[src/rtl/hanzi_code_loader_pkg.sv]
// Shared constants, FSM state type and byte-class helpers for the HanZi
// code loader and the keyboard-entry path that reuses gb_to_index.
package hanzi_pkg;

    // GB2312 hanzi area: high bytes A1..F7, low bytes A1..FE.
    localparam logic [7:0] GB_HI_MIN   = 8'hA1;
    localparam logic [7:0] GB_HI_MAX   = 8'hF7;
    localparam logic [7:0] GB_LO_MIN   = 8'hA1;
    localparam logic [7:0] GB_LO_MAX   = 8'hFE;
    localparam int         GB_ROW_LEN  = 94;
    localparam logic [7:0] ASCII_FF    = 8'h0C;
    localparam int         ROM_INDEX_W = 14;

    typedef enum logic {
        S_IDLE,
        S_HAVE_HI
    } state_t;

    // True when the byte may open a character pair.
    function automatic logic is_hi_byte(input logic [7:0] b);
        return (b >= GB_HI_MIN) && (b <= GB_HI_MAX);
    endfunction

endpackage

[src/rtl/hanzi_code_loader_if.sv]
// Byte stream from the UART receiver.
// Handshake: rx_valid is a one-cycle strobe per byte and rx_data is only
// meaningful while rx_valid is high. There is no ready: the receiver cannot
// be stalled, so the slave must accept a byte on every cycle, back to back.
interface hanzi_code_loader_if;
    logic [7:0] rx_data;
    logic       rx_valid;

    modport master (output rx_data, output rx_valid);
    modport slave  (input  rx_data, input  rx_valid);
endinterface

[src/rtl/hanzi_code_loader_gb_to_index.sv]
// GB2312 byte pair to linear font-ROM index: (hi-A1)*94 + (lo-A1).
// Purely combinational; the caller guarantees hi is a legal high byte.
module gb_to_index
    import hanzi_pkg::*;
(
    input  logic [7:0]             hi,
    input  logic [7:0]             lo,
    output logic [ROM_INDEX_W-1:0] index,
    output logic                   lo_ok
);

    logic [7:0]             hi_off;
    logic [7:0]             lo_off;
    logic [ROM_INDEX_W-1:0] hi_ext;
    logic [ROM_INDEX_W-1:0] row_base;

    // Row offset times 94 as shift-add (64+16+8+4+2); max 8084 fits 14 bits.
    always_comb begin
        hi_off   = hi - GB_HI_MIN;
        lo_off   = lo - GB_LO_MIN;
        hi_ext   = {6'b0, hi_off};
        row_base = (hi_ext << 6) + (hi_ext << 4) + (hi_ext << 3)
                 + (hi_ext << 2) + (hi_ext << 1);
        index    = row_base + {6'b0, lo_off};
        lo_ok    = (lo >= GB_LO_MIN) && (lo <= GB_LO_MAX);
    end

endmodule

[src/rtl/hanzi_code_loader.sv]
// Pairs GB2312 bytes from the UART into font-ROM indices and packs them into
// the flat zb_code bus read by the VGA display stage. Handles clear (port or
// form feed), malformed bytes and a half-character timeout.
module hanzi_code_loader
    import hanzi_pkg::*;
#(
    parameter int NUM_CHARS      = 12,
    parameter int TIMEOUT_CYCLES = 2500000
) (
    input  logic                    clk,
    input  logic                    reset,
    hanzi_code_loader_if.slave      rx,
    input  logic                    clear,
    output logic [16*NUM_CHARS-1:0] zb_code,
    output logic [3:0]              char_count,
    output logic                    frame_done,
    output logic                    err,
    output logic                    overflow,
    output state_t                  dbg_state
);

    localparam int               CNT_W       = $clog2(TIMEOUT_CYCLES + 1);
    localparam logic [CNT_W-1:0] TO_LAST     = CNT_W'(TIMEOUT_CYCLES - 1);
    localparam logic [3:0]       NUM_CHARS_C = 4'(NUM_CHARS);

    state_t                  state_q;
    logic [7:0]              hi_q;
    logic [CNT_W-1:0]        cnt_q;
    logic [16*NUM_CHARS-1:0] zb_q;
    logic [3:0]              count_q;
    logic                    frame_done_q;
    logic                    err_q;
    logic                    overflow_q;

    logic [ROM_INDEX_W-1:0]  index_d;
    logic                    lo_ok;

    gb_to_index u_gb_to_index (
        .hi    (hi_q),
        .lo    (rx.rx_data),
        .index (index_d),
        .lo_ok (lo_ok)
    );

    // Pair FSM, slot buffer and event pulses; clear outranks any byte.
    always_ff @(posedge clk or posedge reset) begin
        if (reset) begin
            state_q      <= S_IDLE;
            hi_q         <= '0;
            cnt_q        <= '0;
            zb_q         <= '0;
            count_q      <= '0;
            frame_done_q <= 1'b0;
            err_q        <= 1'b0;
            overflow_q   <= 1'b0;
        end else begin
            frame_done_q <= 1'b0;
            err_q        <= 1'b0;
            overflow_q   <= 1'b0;
            if (clear) begin
                state_q <= S_IDLE;
                cnt_q   <= '0;
                zb_q    <= '0;
                count_q <= '0;
            end else begin
                case (state_q)
                    S_IDLE: begin
                        if (rx.rx_valid) begin
                            if (rx.rx_data == ASCII_FF) begin
                                zb_q    <= '0;
                                count_q <= '0;
                            end else if (is_hi_byte(rx.rx_data)) begin
                                hi_q    <= rx.rx_data;
                                cnt_q   <= '0;
                                state_q <= S_HAVE_HI;
                            end else if (rx.rx_data[7]) begin
                                // 80..A0 and F8..FF; plain ASCII is ignored.
                                err_q <= 1'b1;
                            end
                        end
                    end
                    S_HAVE_HI: begin
                        if (rx.rx_valid) begin
                            // A bad low byte ends the pair; it never restarts one.
                            state_q <= S_IDLE;
                            if (!lo_ok) begin
                                err_q <= 1'b1;
                            end else if (count_q < NUM_CHARS_C) begin
                                zb_q[{count_q, 4'b0} +: 16] <= {2'b00, index_d};
                                count_q <= count_q + 4'd1;
                                frame_done_q <= (count_q == NUM_CHARS_C - 4'd1);
                            end else begin
                                overflow_q <= 1'b1;
                            end
                        end else if (cnt_q == TO_LAST) begin
                            err_q   <= 1'b1;
                            state_q <= S_IDLE;
                        end else begin
                            cnt_q <= cnt_q + CNT_W'(1);
                        end
                    end
                    default: state_q <= S_IDLE;
                endcase
            end
        end
    end

    assign zb_code    = zb_q;
    assign char_count = count_q;
    assign frame_done = frame_done_q;
    assign err        = err_q;
    assign overflow   = overflow_q;
    assign dbg_state  = state_q;

endmodule

[src/flat_wrapper.sv]
// flat-port wrapper written by rule: the top's interface ports become plain ports
module hanzi_code_loader_flat import hanzi_pkg::*;
#(
    parameter int NUM_CHARS      = 12,
    parameter int TIMEOUT_CYCLES = 2500000
)
  (clk, reset, clear, zb_code, char_count, frame_done, err, overflow, dbg_state, rx_rx_data, rx_rx_valid);
  hanzi_code_loader_if rx_i ();
  input  logic clk;
  input  logic reset;
  input  logic clear;
  output logic [16*NUM_CHARS-1:0] zb_code;
  output logic [3:0] char_count;
  output logic frame_done;
  output logic err;
  output logic overflow;
  output state_t dbg_state;
  input wire logic [$bits(rx_i.rx_data)-1:0] rx_rx_data;
  input wire logic [$bits(rx_i.rx_valid)-1:0] rx_rx_valid;
  assign rx_i.rx_data = rx_rx_data;
  assign rx_i.rx_valid = rx_rx_valid;
  hanzi_code_loader #(.NUM_CHARS(NUM_CHARS), .TIMEOUT_CYCLES(TIMEOUT_CYCLES)) u_core (.clk(clk), .reset(reset), .rx(rx_i), .clear(clear), .zb_code(zb_code), .char_count(char_count), .frame_done(frame_done), .err(err), .overflow(overflow), .dbg_state(dbg_state));
endmodule
[config.mk]
export PLATFORM = sky130hd
export DESIGN_NAME = hanzi_code_loader_flat
export DESIGN_NICKNAME = d
export VERILOG_FILES = /design/src/rtl/hanzi_code_loader_pkg.sv /design/src/rtl/hanzi_code_loader_if.sv /design/src/rtl/hanzi_code_loader_gb_to_index.sv /design/src/rtl/hanzi_code_loader.sv /design/src/flat_wrapper.sv
export SDC_FILE = /design/constraint.sdc
export NUM_CORES = 1
export LEC_CHECK = 0
export ABC_AREA = 1
export BUFFER_PORTS_ARGS = -buffer_cell sky130_fd_sc_hd__buf_4
export CAP_MARGIN = 15
export CORE_MARGIN = 4
export CORE_UTILIZATION = 56
export DETAILED_ROUTE_END_ITERATION = 12
export PLACE_DENSITY = 0.92
export SETUP_SLACK_MARGIN = 0.3
export SLEW_MARGIN = 10
export SYNTH_ARGS = -nofsm -noshare
export SYNTH_HDL_FRONTEND = slang
export SYNTH_SLANG_ARGS = --single-unit
[constraint.sdc]
create_clock -name clk -period 8.7 [get_ports clk]
set_clock_uncertainty 0.1 [all_clocks]
set_input_delay 2.175 -clock clk [delete_from_list [all_inputs] [get_ports clk]]
set_output_delay 2.175 -clock clk [all_outputs]
set_load 0.005 [all_outputs]
-- Word-level counts from Yosys, hierarchy flattened
Cells that the tools add are included.
- register bits after elaboration: 230
- input bits: 12
- output and inout port bits: 200
- word-level logic and storage cells: 92
- add/sub/neg operators: 10
- order comparisons: 4
- eq/ne operators: 12
- shift-type cells: 2
- mux-type cells: 48
- bitwise gates (word level): 3
- reductions and logical operators: 5
- operator list (operator ; number):
    192-bit 2-to-1 mux ; 6
    192-bit one-hot mux with 2 select lines ; 1
    192-bit bitwise mux ; 1
    16-bit by 10-bit variable shift with 192-bit output, first input constant ; 1
    16-bit by 10-bit variable part select with 192-bit output ; 1
    22-bit 2-to-1 mux ; 6
    22-bit one-hot mux with 2 select lines ; 1
    1-bit 2-to-1 mux ; 24
    4-bit 2-to-1 mux ; 6
    22-bit by 1-bit adder with 22-bit output, second input constant ; 1
    22-bit == test, second input constant ; 1
    3-bit inequality test, second input constant ; 7
    8-bit <= comparator, second input constant ; 2
    8-bit subtractor, second input constant ; 2
    5-bit AND reduction ; 3
    14-bit by 10-bit adder with 14-bit output ; 1
    14-bit by 11-bit adder with 14-bit output ; 1
    14-bit by 12-bit adder with 14-bit output ; 1
    14-bit by 8-bit adder with 14-bit output ; 1
    14-bit by 9-bit adder with 14-bit output ; 1
    8-bit negation with 10-bit output ; 1
    8-bit by 4-bit == test with 1-bit output, second input constant ; 1
    8-bit >= comparator, second input constant ; 1
    4-bit one-hot mux with 2 select lines ; 1
    7 further kinds ; 12

-- Longest topological paths before layout
Gate-level depths: netlist (run 1).
- depth in word-level cells: 13
- gate-level depth with buffers: 24
- depth with buffers taken out: 24

-- Cells and area by module
From an unflattened synthesis (run 1), not the netlist that was laid out.
- cells, all modules: 1575
- area total of the unflattened synthesis: 11776.3 um^2
- modules (own cells, without submodules) (module ; instances ; cells an instance ; area an instance (um^2) ; seq. area each (um^2)):
    hanzi_code_loader ; 1 ; 1348 ; 10134.7 ; 5154.9
    gb_to_index ; 1 ; 227 ; 1641.6 ; 0.0

-- Least setup slack after synthesis (run 1)
Ideal clock, no wire load.
- kind: input port to flip-flop
- start point: in rx_rx_data[0]
- end point: reg u_core.zb_q[185], in the netlist u_core.zb_code[185]
- setup time: 65 ps
- arrival: 5683 ps
- required time: 8535 ps
- path slack: 2851 ps
- stages on the path: 21
- path buffers: 0
- path through: inv_1 > ha_1 > nand3_1 > nor2_1 > inv_1 > nand2_1 > xor2_1 > ha_1 > fa_1 > inv_1 > fa_1 > inv_1 > ha_1 > a21oi_1 > nand2_1 > a21oi_1 > xor2_1 > nand3_1 > nor2_1 > nand2_1 > nand2_1
- longest elaborated chain between the ends: 9
- elaborated cells between the ends (all ways): 16
- those cells by class: add/sub: 2; order compare: 2; eq/ne: 3; shift: 1; mux: 6; reduce/logical: 2
- ends and longest elaborated chain (element ; RTL line ; RTL):
    start, declared ; flat_wrapper.sv:18 ; input wire logic [$bits(rx_i.rx_data)-1:0] rx_rx_data;
    8-bit subtractor ; hanzi_code_loader_gb_to_index.sv:20 ; lo_off = lo - GB_LO_MIN;
    14-bit by 8-bit adder with 14-bit output ; hanzi_code_loader_gb_to_index.sv:24 ; index = row_base + {6'b0, lo_off};
    16-bit by 10-bit variable part select with 192-bit output ; hanzi_code_loader.sv:89 ; zb_q[{count_q, 4'b0} +: 16] <= {2'b00, index_d};
    192-bit bitwise mux ; hanzi_code_loader.sv:89 ;
    192-bit 2-to-1 mux ; hanzi_code_loader.sv:88 ; end else if (count_q < NUM_CHARS_C) begin
    192-bit 2-to-1 mux ; hanzi_code_loader.sv:86 ; if (!lo_ok) begin
    192-bit 2-to-1 mux ; hanzi_code_loader.sv:83 ; if (rx.rx_valid) begin
    192-bit one-hot mux with 2 select lines ; hanzi_code_loader.sv:66 ; case (state_q)
    192-bit 2-to-1 mux ; hanzi_code_loader.sv:60 ; if (clear) begin
    end signal, assigned by index ; hanzi_code_loader.sv:89 ;
    end, declared ; hanzi_code_loader.sv:29 ; logic [16*NUM_CHARS-1:0] zb_q;
Several ways; a longest one is shown, not always the timed one. The select of a mux whose other input is x is not followed.
A chain may end at the register's enable or synchronous reset.

-- Worst setup path after layout (run 1)
- start point: in rx_rx_data[0]
- end point: reg u_core.zb_q[55], in the netlist u_core.zb_code[55]
Same word-level chain as after synthesis.

==> flow_summary_export.csv, run 1 <==
group,metric,value,unit
status,status,"complete, no violations",
worst_hold_path,hold_depth,2,
yosys,synth_top_area_frac,0.4796,
floorplan,die_h,146.5,microns
setup_path,crit_required,8.97,ns
setup_path,slowest_stage,"xnor2_1",
cts,cts_root_buf,"clkbuf_16",
sta,period_needed,6.216,ns
routing,wl,31260,microns
cts,cts_resized,0,
yosys,synth_area,10750,sq um
sta,period_share,0.7145,
yosys,yosysUniqueCellTypes,44,
cts,holdBufCountCts,0,
sta,worst_slew_pin_slew,1.011,ns
yosys,synth-async-reset-ratio,1.000,
sta,rsz0062_at_grt,"false",
setup_path,crit_buf_inv,5,
sta,hold_viol,0,
yosys,synthMostInstantiatedCell,"nand2_1",
finish,antennaDiodeCount,0,
finish,drive_above_1_share,0.1945,
sta,max_freq,160.9,MHz
routing,first_pass_iters,6,
cts,cts_tree,"yes",
setup_path,worstSetupEndpointType,"flop",
routing,routedWlPerCell,18.46,microns
yosys,post-synth-top-area-cell,"dfrtp_1",
setup_path,critPathLaunchType,"input port",
global_route,gr-total-overflow,0,
floorplan,start_util,0.5727,
sta,final.setup.tns,0,ns
setup_path,crit_fanout,8,
setup_path,cpLargestDelayFamily,"adder cells",
finish,fin_nets,1509,
yosys,syn_inst,1276,
cts,cts_sinks,206,
routing,vias,9609,
yosys,ys_seq_area_frac,0.4796,
yosys,ys_top_cells_by_area,"dfrtp_1 (48%), nand2_1 (13%), ha_1 (4.4%), inv_1 (4.3%), o21ai_0 (4.0%)",
placement,gp_congestion,0.9111,
cts,cts_max_path_buffers,3,
routing,drt_iter0_markers,898,
finish,syn_to_final_growth,19.53,%
routing,ant_nets,0,
yosys,ys_seq_elements,206,
sta,finalSetupViolations,0,
setup_path,crit_type,"in2reg",
global_route,grt_usage,0.2860,
floorplan,die_width,146.5,microns
setup_path,crit_arrival,6.49,ns
floorplan,io_pins,212,
setup_path,worstRegToRegCells,20,
power,power,5216,uW
setup_path,slowest_delay,0.69,ns
sta,slew_violations,0,
yosys,synth_edf_count,0,
floorplan,coreArea,18770,sq um
setup_path,path_cells,"buf_4 -> inv_1 -> ha_1 -> nand3_1 -> nor2_1 -> inv_1 -> nand2_1 -> xor2_1 -> ha_1 -> fa_1 -> inv_1 -> fa_1 -> inv_1 -> ha_1 -> a21oi_1 -> nand2_1 -> xnor2_1 -> nor3_1 -> nand2_1 -> o21ai_1",
power,max-vdd-ir-drop,0.6164,mV
yosys,yosys_warnings,0,
sta,maxSlewHeadroom,0.3261,
floorplan,dieArea,21470,sq um
power,p_leak,0.006537,uW
routing,viasPerCell,5.672,
finish,instances_no_fill,1694,
yosys,syn_area_per_cell,8.423,sq um
cts,cts-buffers-inserted,22,
yosys,synthFlopType,"dfrtp_1",
global_route,grt_pass1_vias,9443,
power,powerDensity,406.0,nW/um^2
placement,place_inst,1655,
floorplan,rows,50,
global_route,grt_max_degree,149,
cts,postCtsSetupBuffers,0,
cts,clkSlewWorstSetupHoldPaths,0.06,ns
run,maxCapViolCount,0,
global_route,antenna_found_initial,0,
worst_hold_path,hold_path_class,"reg2reg",
yosys,ys_top_cells_by_count,"nand2_1 (360), dfrtp_1 (206), inv_1 (122), o21ai_0 (85), o21ai_1 (62)",
placement,port_buffers,187,
routing,drc,0,
cts,clk_latency,0.51,ns
setup_path,path_depth,20,
setup_path,cpMostUsedCell,"inv_1",
placement,dpl.hpwl,22300,microns
global_route,grt_pass1_wl,49890,microns
cts,htreeDepth,1,
-- per-stage QoR --
stage                     cell area, sq um    util  hold WS [ns]  setup WS (ns)
final                                12850  0.6845        0.3766          2.484
after global routing                 12850  0.6845        0.4123          2.196
after detailed placement             12140  0.6469        0.3604          2.091
after CTS                            12850  0.6845        0.3753          2.519
after global placement               12140  0.6469        0.3553          2.172
after floorplan                      10830       -        0.3650         0.8009
-- placed cells by master (no fill, tap or decap), types with 4 or more instances in the layout --
cell type / Yosys / layout
o21ai_2: 4 / 4
o31ai_1: 4 / 4
nor3_2: 4 / 4
conb_1: 1 / 24
a21oi_2: 5 / 5
nand4_1: 22 / 22
dfrtp_1: 206 / 206
xnor2_1: 4 / 4
nand2_1: 360 / 360
nand3_1: 48 / 48
nand2_2: 16 / 16
nor2_1: 58 / 58
clkbuf_16: 0 / 23
o22ai_1: 16 / 16
o21ai_0: 85 / 85
clkbuf_1: 14 / 5
xor2_1: 34 / 34
o21ai_1: 62 / 62
nor3_1: 44 / 44
buf_4: 26 / 188
inv_1: 122 / 121
ha_1: 38 / 38
nor4_1: 4 / 4
inv_2: 15 / 15
a21oi_1: 16 / 16
fa_1: 14 / 14
clkinv_2: 0 / 5
-- state kept, by name, indices dropped and copies added, names as in the netlist --
signal / cells
u_core.dbg_state: 1
u_core.hi_q: 8
u_core.err: 1
u_core.char_count: 4
u_core.frame_done: 1
u_core.zb_code: 168
u_core.overflow: 1
u_core.cnt_q: 22
-- final cells by class --
class | count | area (sq um)
Multi-Input combinational cell | 888 | 4750
Inverter | 139 | 531.8
Clock buffer | 31 | 635.6
Timing Repair Buffer | 188 | 1411
Sequential cell | 206 | 5155
Clock inverter | 8 | 71.32
Tap cell | 234 | 292.8
Fill cell | 1446 | 5921
-- worst paths after layout --
path,from,end,slack (ns)
worst max-delay path,rx_rx_data[0],u_core.zb_code[55]$_DFFE_PP0P_,2.48
worst min register to register,u_core.zb_code[83]$_DFFE_PP0P_,u_core.zb_code[83]$_DFFE_PP0P_,0.38
worst min-delay path,u_core.zb_code[83]$_DFFE_PP0P_,u_core.zb_code[83]$_DFFE_PP0P_,0.38
min in group asynchronous,reset,u_core.overflow$_DFF_PP0_,1.80
max in group asynchronous,reset,u_core.zb_code[37]$_DFFE_PP0P_,5.33
worst max register to register,u_core.hi_q[0]$_DFFE_PP0P_,u_core.zb_code[154]$_DFFE_PP0P_,3.47
-- cell families after synthesis --
logic type / synth area share
XOR/XNOR: 0.03097
AO/OA/AOI/OAI: 0.1024
other: 0.0003489
AND/OR/NAND/NOR: 0.2298
flip-flops: 0.4796
adder cells (fa/ha/maj): 0.07031
buffers and inverters: 0.08649
-- worst reg2reg max path, cell delays in order, from the launching register on --
cell	delay [ns]
dfrtp_1	0.42
inv_1	0.18
ha_1	0.25
nand3_1	0.12
nand2_1	0.10
xor2_1	0.53
xor2_1	0.14
ha_1	0.34
fa_1	0.49
inv_1	0.06
fa_1	0.52
inv_1	0.04
ha_1	0.36
nand2_1	0.11
nand2_1	0.06
a21oi_1	0.13
nand2_1	0.09
xor2_1	0.58
nor2_1	0.22
nand3_1	0.16
o21ai_0	0.10
-- power breakdown --
part / switching [uW] / internal, uW / total (uW)
clock: 380 / 539 / 919
sequential: 24.4 / 983 / 1010
combinational: 2510 / 778 / 3290
-- routing by layer --
metal	up-vias	wire length (microns)	track usage	part of all wire
met5	-	0	0	0
met4	0	1339	0.1002	0.043
met3	93	3308	0.07480	0.11
met2	553	14230	0.4510	0.46
met1	4561	12390	0.3863	0.40
li1	4402	-	-	-
Power figures use the tool's default switching activity.
==> run 2: changes to the inputs <==
--- a/config.mk
+++ b/config.mk
@@ -9,9 +9,9 @@
 export BUFFER_PORTS_ARGS = -buffer_cell sky130_fd_sc_hd__buf_4
 export CAP_MARGIN = 15
 export CORE_MARGIN = 4
-export CORE_UTILIZATION = 56
+export CORE_UTILIZATION = 50
 export DETAILED_ROUTE_END_ITERATION = 12
-export PLACE_DENSITY = 0.92
+export PLACE_DENSITY = 0.87
 export SETUP_SLACK_MARGIN = 0.3
 export SLEW_MARGIN = 10
 export SYNTH_ARGS = -nofsm -noshare
==> constraint.sdc (replaced) <==
create_clock -name clk -period 5.4 [get_ports clk]
set_clock_uncertainty 0.1 [all_clocks]
set_input_delay 1.35 -clock clk [delete_from_list [all_inputs] [get_ports clk]]
set_output_delay 1.35 -clock clk [all_outputs]
set_load 0.005 [all_outputs]
==> run 2 against run 1 <==
  * Critical path type unchanged
  * Sequential share of layout area fell by 0.89 points
  * Largest cell class unchanged
  * Register-to-register slack got worse by 2.8 ns
  * Critical endpoint is now u_core.zb_code[154]$_DFFE_PP0P_
  * Highest routed layer unchanged
  * Flip-flop and latch count did not move
==> flow_summary_export.csv, run 2 (synthesized netlist as in run 1, its figures left out) <==
group,metric,value,unit
status,status,"complete, no violations",
finish,fin_nets,1523,
sta,worst_hold_slack,0.3719,ns
routing,wl,31390,microns
floorplan,die_h,154.6,microns
finish,antennaDiodeCount,0,
global_route,grt_pass1_wl,50560,microns
routing,viasPerCell,5.444,
placement,gp_congestion,0.9275,
global_route,grt_util_met3,0.05988,
floorplan,dieArea,23910,sq um
power,powerDensity,725.9,nW/um^2
routing,drc,0,
floorplan,start_util,0.5097,
placement,port_buffers,187,
cts,cts_root_buf,"clkbuf_16",
sta,max_freq,206.4,MHz
placement,dpl.hpwl,22630,microns
floorplan,rows,53,
global_route,antenna_found_initial,0,
cts,cts_max_path_buffers,3,
finish,largest_reg_flops,168,
sta,hold_viol,0,
floorplan,coreArea,21090,sq um
cts,cts_tree,"yes",
sta,worst_slew_pin_slew,0.9832,ns
worst_hold_path,hold_path_class,"reg2reg",
power,max-vdd-ir-drop,0.6552,mV
cts,cts_sinks,206,
setup_path,critPathLaunchType,"input port",
sta,rsz0062_at_grt,"false",
routing,first_pass_iters,5,
setup_path,crit_type,"in2reg",
run,maxCapViolCount,0,
global_route,use_met1,0.3537,
setup_path,crit_fanout,5,
finish,final_common_cell,"nand2_1",
finish,fillers,1754,
cts,clkSlewWorstSetupHoldPaths,0.06,ns
setup_path,crit_arrival,5.16,ns
cts,holdBufCountCts,0,
cts,clk_latency,0.50,ns
setup_path,worstSetupEndpointType,"flop",
setup_path,crit_required,5.72,ns
global_route,gr-total-overflow,0,
global_route,grt_pass1_vias,9407,
routing,drt_iter0_markers,792,
setup_path,worstRegToRegCells,20,
routing,routedWlPerCell,17.97,microns
cts,cts-buffers-inserted,23,
placement,place_inst,1708,
floorplan,io_pins,212,
sta,maxSlewHeadroom,0.3445,
finish,drive_above_1_share,0.2106,
finish,syn_to_final_growth,22.25,%
global_route,grtUsageMet2,0.4143,
finish,layout_common_cells,"nand2_1 (360), dfrtp_1 (206), buf_4 (200)",
sta,finalSetupViolations,0,
routing,ant_nets,0,
sta,period_needed,4.846,ns
sta,period_share,0.8974,
routing,vias,9510,
cts,htreeDepth,1,
power,p_leak,0.006646,uW
worst_hold_path,hold_depth,2,
global_route,grt_max_degree,172,
global_route,grt_busiest_layer,"met2",
sta,slew_violations,0,
finish,instances_no_fill,1747,
floorplan,die_width,154.6,microns
global_route,grt_usage,0.2607,
## run 2: cell count changes in the layout (fill, tap and decap cells not counted), sizes merged
cell / previous run / this run
clkinvlp: 1 / 2
clkbuf: 31 / 29
clkinv: 7 / 5
buf: 188 / 201
inv: 138 / 137
bufinv: 1 / 4
## run 2: layout make-up
type | count | area, sq um | share of cell area
Clock buffer | 29 | 648.1 | 0.04933
Clock inverter | 9 | 147.6 | 0.01124
Inverter | 139 | 528.0 | 0.04019
Multi-Input combinational cell | 888 | 4795 | 0.3649
Sequential cell | 206 | 5155 | 0.3923
Tap cell | 275 | 344.1 | 0.02619
Timing Repair Buffer | 201 | 1521 | 0.1158
## run 2: path summary, 6_finish.rpt
path,from,to,slack (ns)
min in group asynchronous,reset,u_core.zb_code[17]$_DFFE_PP0P_,0.91
worst max-delay path,rx_rx_data[0],u_core.zb_code[154]$_DFFE_PP0P_,0.55
worst min-delay path,u_core.zb_code[87]$_DFFE_PP0P_,u_core.zb_code[87]$_DFFE_PP0P_,0.37
max in group asynchronous,reset,u_core.zb_code[38]$_DFFE_PP0P_,3.45
worst min register to register,u_core.zb_code[87]$_DFFE_PP0P_,u_core.zb_code[87]$_DFFE_PP0P_,0.37
worst max register to register,u_core.hi_q[0]$_DFFE_PP0P_,u_core.zb_code[154]$_DFFE_PP0P_,0.70
## run 2: critical path, stage by stage
cell     delay (ns)
buf_4          0.12
inv_1          0.08
buf_4          0.15
nand4_1        0.14
a21oi_1        0.18
xnor2_1        0.19
ha_1           0.29
fa_1           0.48
inv_1          0.05
fa_1           0.53
inv_1          0.04
ha_1           0.36
nand2_1        0.11
nand2_1        0.05
a21oi_1        0.11
nand2_1        0.10
xor2_2         0.21
nor2_1         0.27
nand3_1        0.15
o21ai_0        0.18
## run 2: layer usage
layer | part of all wire | vias up
li1 | - | 4441
met1 | 0.41 | 4582
met2 | 0.46 | 402
met3 | 0.086 | 85
met4 | 0.040 | 0
met5 | 0 | -
## run 2: power breakdown
group	internal (uW)	total [uW]	leakage (uW)	switching [uW]
clock	1030	1640	0.000393	611
combinational	1900	6280	0.00339	4380
sequential	1580	1620	0.00286	35.8
total	4510	9540	0.00665	5020
## run 2: timing repair
action	4_1_cts	5_1_grt
gates resized for setup	0	10
endpoints found under the setup margin	0	57
setup buffers	0	1
## run 2: metrics by stage
| step | area, sq um | setup TNS (ns) | worst slack [ns] | util | total power (uW) |
|---|---|---|---|---|---|
| 3_5_place_dp | 12290 | -0.5698 | -0.07354 | 0.5828 | 7292 |
| 3_3_place_gp | 12290 | -0.1397 | -0.03930 | 0.5828 | 7217 |
| 5_1_grt | 13140 | 0 | 0.3134 | 0.6231 | 10190 |
| 4_1_cts | 13090 | 0 | 0.4124 | 0.6206 | 8970 |
| 6_report | 13140 | 0 | 0.5539 | 0.6231 | 9537 |
| 2_1_floorplan | 10840 | 0 | 0.3762 | - | 5041 |
==> run 3: changes to the inputs <==
--- a/config.mk
+++ b/config.mk
@@ -6,12 +6,12 @@
 export NUM_CORES = 1
 export LEC_CHECK = 0
 export ABC_AREA = 1
-export BUFFER_PORTS_ARGS = -buffer_cell sky130_fd_sc_hd__buf_4
 export CAP_MARGIN = 15
 export CORE_MARGIN = 4
-export CORE_UTILIZATION = 50
+export CORE_UTILIZATION = 58
 export DETAILED_ROUTE_END_ITERATION = 12
-export PLACE_DENSITY = 0.87
+export DONT_BUFFER_PORTS = 1
+export PLACE_DENSITY_LB_ADDON = 0.2
 export SETUP_SLACK_MARGIN = 0.3
 export SLEW_MARGIN = 10
 export SYNTH_ARGS = -nofsm -noshare
==> run 3 against run 2 <==
  * Via count shrank 9.3%
  * Sequential share of layout area grew 5.3 points
  * Worst setup slack lost 0.018 ns
  * Critical path type unchanged
  * Register-to-register slack lost 0.03 ns
  * Clock-buffer cell count is the same
  * Die area shrank 13%
  * First-iteration DRC count shrank 14%
  * Critical path depth grew 1
  * Final area shrank 12%
==> flow_summary_export.csv, run 3 (synthesized netlist as in run 1, its figures left out) <==
group,metric,value,unit
status,status,"complete, no violations",
finish,fin_nets,1332,
sta,final.setup.tns,0,ns
routing,drc,0,
floorplan,start_util,0.5943,
cts,cts_root_buf,"clkbuf_16",
run,maxCapViolCount,0,
routing,first_pass_iters,5,
global_route,antenna_found_initial,0,
floorplan,rows,49,
sta,slew_violations,0,
routing,viasPerCell,5.708,
routing,drt_iter0_markers,680,
floorplan,die_width,144.1,microns
setup_path,worst_r2r_endpoint,"u_core.zb_code[185]$_DFFE_PP0P_",
sta,max_freq,205.6,MHz
floorplan,io_pins,212,
sta,hold_viol,0,
setup_path,critPathLaunchType,"input port",
sta,rsz0062_at_grt,"true",
setup_path,crit_type,"in2reg",
setup_path,crit_required,5.76,ns
worst_hold_path,min_from,"u_core.zb_code[113]$_DFFE_PP0P_",
finish,drive_above_1_share,0.08885,
finish,final_common_cell,"nand2_1",
finish,fin_util,0.6405,
cts,clk_latency,0.52,ns
sta,worst_slew_pin_slew,0.8658,ns
setup_path,crit_fanout,6,
placement,port_buffers,0,
cts,cts_sinks,206,
finish,syn_to_final_growth,7.788,%
routing,wl,28970,microns
sta,period_needed,4.864,ns
global_route,grt_max_degree,162,
cts,cts_max_path_buffers,3,
floorplan,dieArea,20770,sq um
setup_path,crit_arrival,5.22,ns
worst_hold_path,min_to,"u_core.zb_code[113]$_DFFE_PP0P_",
sta,maxSlewHeadroom,0.4228,
cts,clkSlewWorstSetupHoldPaths,0.06,ns
sta,finalSetupViolations,0,
global_route,gr-total-overflow,0,
routing,ant_nets,0,
placement,pre_cts_slack,-0.03556,ns
global_route,grt_pass1_wl,46040,microns
finish,regArea,5155,sq um
placement,dpl.hpwl,20630,microns
cts,cts-buffers-inserted,23,
cts,htreeDepth,1,
placement,gp_congestion,0.9050,
finish,multi_input_area,4773,sq um
setup_path,worstSetupEndpointType,"flop",
global_route,grt_pass1_vias,8487,
routing,routedWlPerCell,19.16,microns
cts,holdBufCountCts,0,
finish,antennaDiodeCount,0,
worst_hold_path,hold_depth,2,
finish,layout_common_cells,"nand2_1 (360), dfrtp_1 (206), inv_1 (121)",
setup_path,worstRegToRegCells,18,
setup_path,r2r_start,"u_core.hi_q[0]$_DFFE_PP0P_",
finish,fillers,1575,
worst_hold_path,hold_path_class,"reg2reg",
finish,largest_reg_flops,168,
floorplan,die_h,144.1,microns
floorplan,coreArea,18090,sq um
cts,cts_tree,"yes",
setup_path,reg2reg_slack,0.67,ns
global_route,grt_usage,0.2795,
sta,fin_ws,0.5363,ns
sta,period_share,0.9007,
routing,vias,8630,
-- run 3: metrics by stage --
stage | instance area (sq um) | instances | hold WS (ns)
floorplan | 10840 | 1299 | 0.3650
global placement | 10800 | 1471 | 0.3964
global route | 11580 | 1512 | 0.4299
detailed placement | 10800 | 1471 | 0.3990
CTS | 11550 | 1511 | 0.4144
finish | 11580 | 1512 | 0.4081
-- run 3: how the worst max path moves through the flow --
stage	slack [ns]	end	from
after floorplan	0.38	u_core.zb_code[185]$_DFFE_PP0P_	rx_rx_data[0]
after global placement	0.06	u_core.zb_code[185]$_DFFE_PP0P_	rx_rx_data[0]
after detailed placement	-0.04	u_core.zb_code[73]$_DFFE_PP0P_	rx_rx_data[1]
after CTS	0.49	u_core.zb_code[73]$_DFFE_PP0P_	u_core.hi_q[0]$_DFFE_PP0P_
after global routing	0.25	u_core.zb_code[185]$_DFFE_PP0P_	rx_rx_data[0]
final	0.54	u_core.zb_code[185]$_DFFE_PP0P_	rx_rx_data[1]
-- run 3: cell type report --
cell class / instances / share of cell area
well taps: 229 / 0.02473
multi-input cells: 888 / 0.4120
clock inverters: 11 / 0.01091
inverters: 139 / 0.04558
flip-flops and latches: 206 / 0.4450
repair buffers: 10 / 0.007560
clock buffers: 29 / 0.05422
-- run 3: what timing repair did --
action | CTS | global route
buffers inserted | 0 | 1
resized for setup | 0 | 5
endpoints found under the hold margin | 0 | 0
setup endpoints to repair | 0 | 16
-- run 3: metal layers --
layer,vias up,wire [microns],global-route usage,part of all wire
li1,4047,-,-,-
met5,-,0,0,0
met1,4162,11710,0.3835,0.40
met2,372,13280,0.4405,0.46
met4,0,625,0.06392,0.022
met3,49,3358,0.08763,0.12
-- run 3: worst max-delay path, stage by stage --
cell and delay [ns]:
inv_1 0.06, ha_1 0.20, nand3_1 0.11, nor2_1 0.13
inv_1 0.09, nand2_1 0.08, xor2_1 0.16, ha_1 0.26
fa_1 0.48, inv_1 0.06, fa_1 0.54, inv_1 0.05
ha_1 0.37, a21oi_1 0.21, nand2_1 0.14, a21oi_2 0.20
xor2_2 0.30, nand3_1 0.13, nor2_1 0.15, nand2_1 0.07
nand2_1 0.07
Power of run 3 is not shown: default switching activity piles up to over one toggle a cycle in this logic, so the estimate is an artifact.
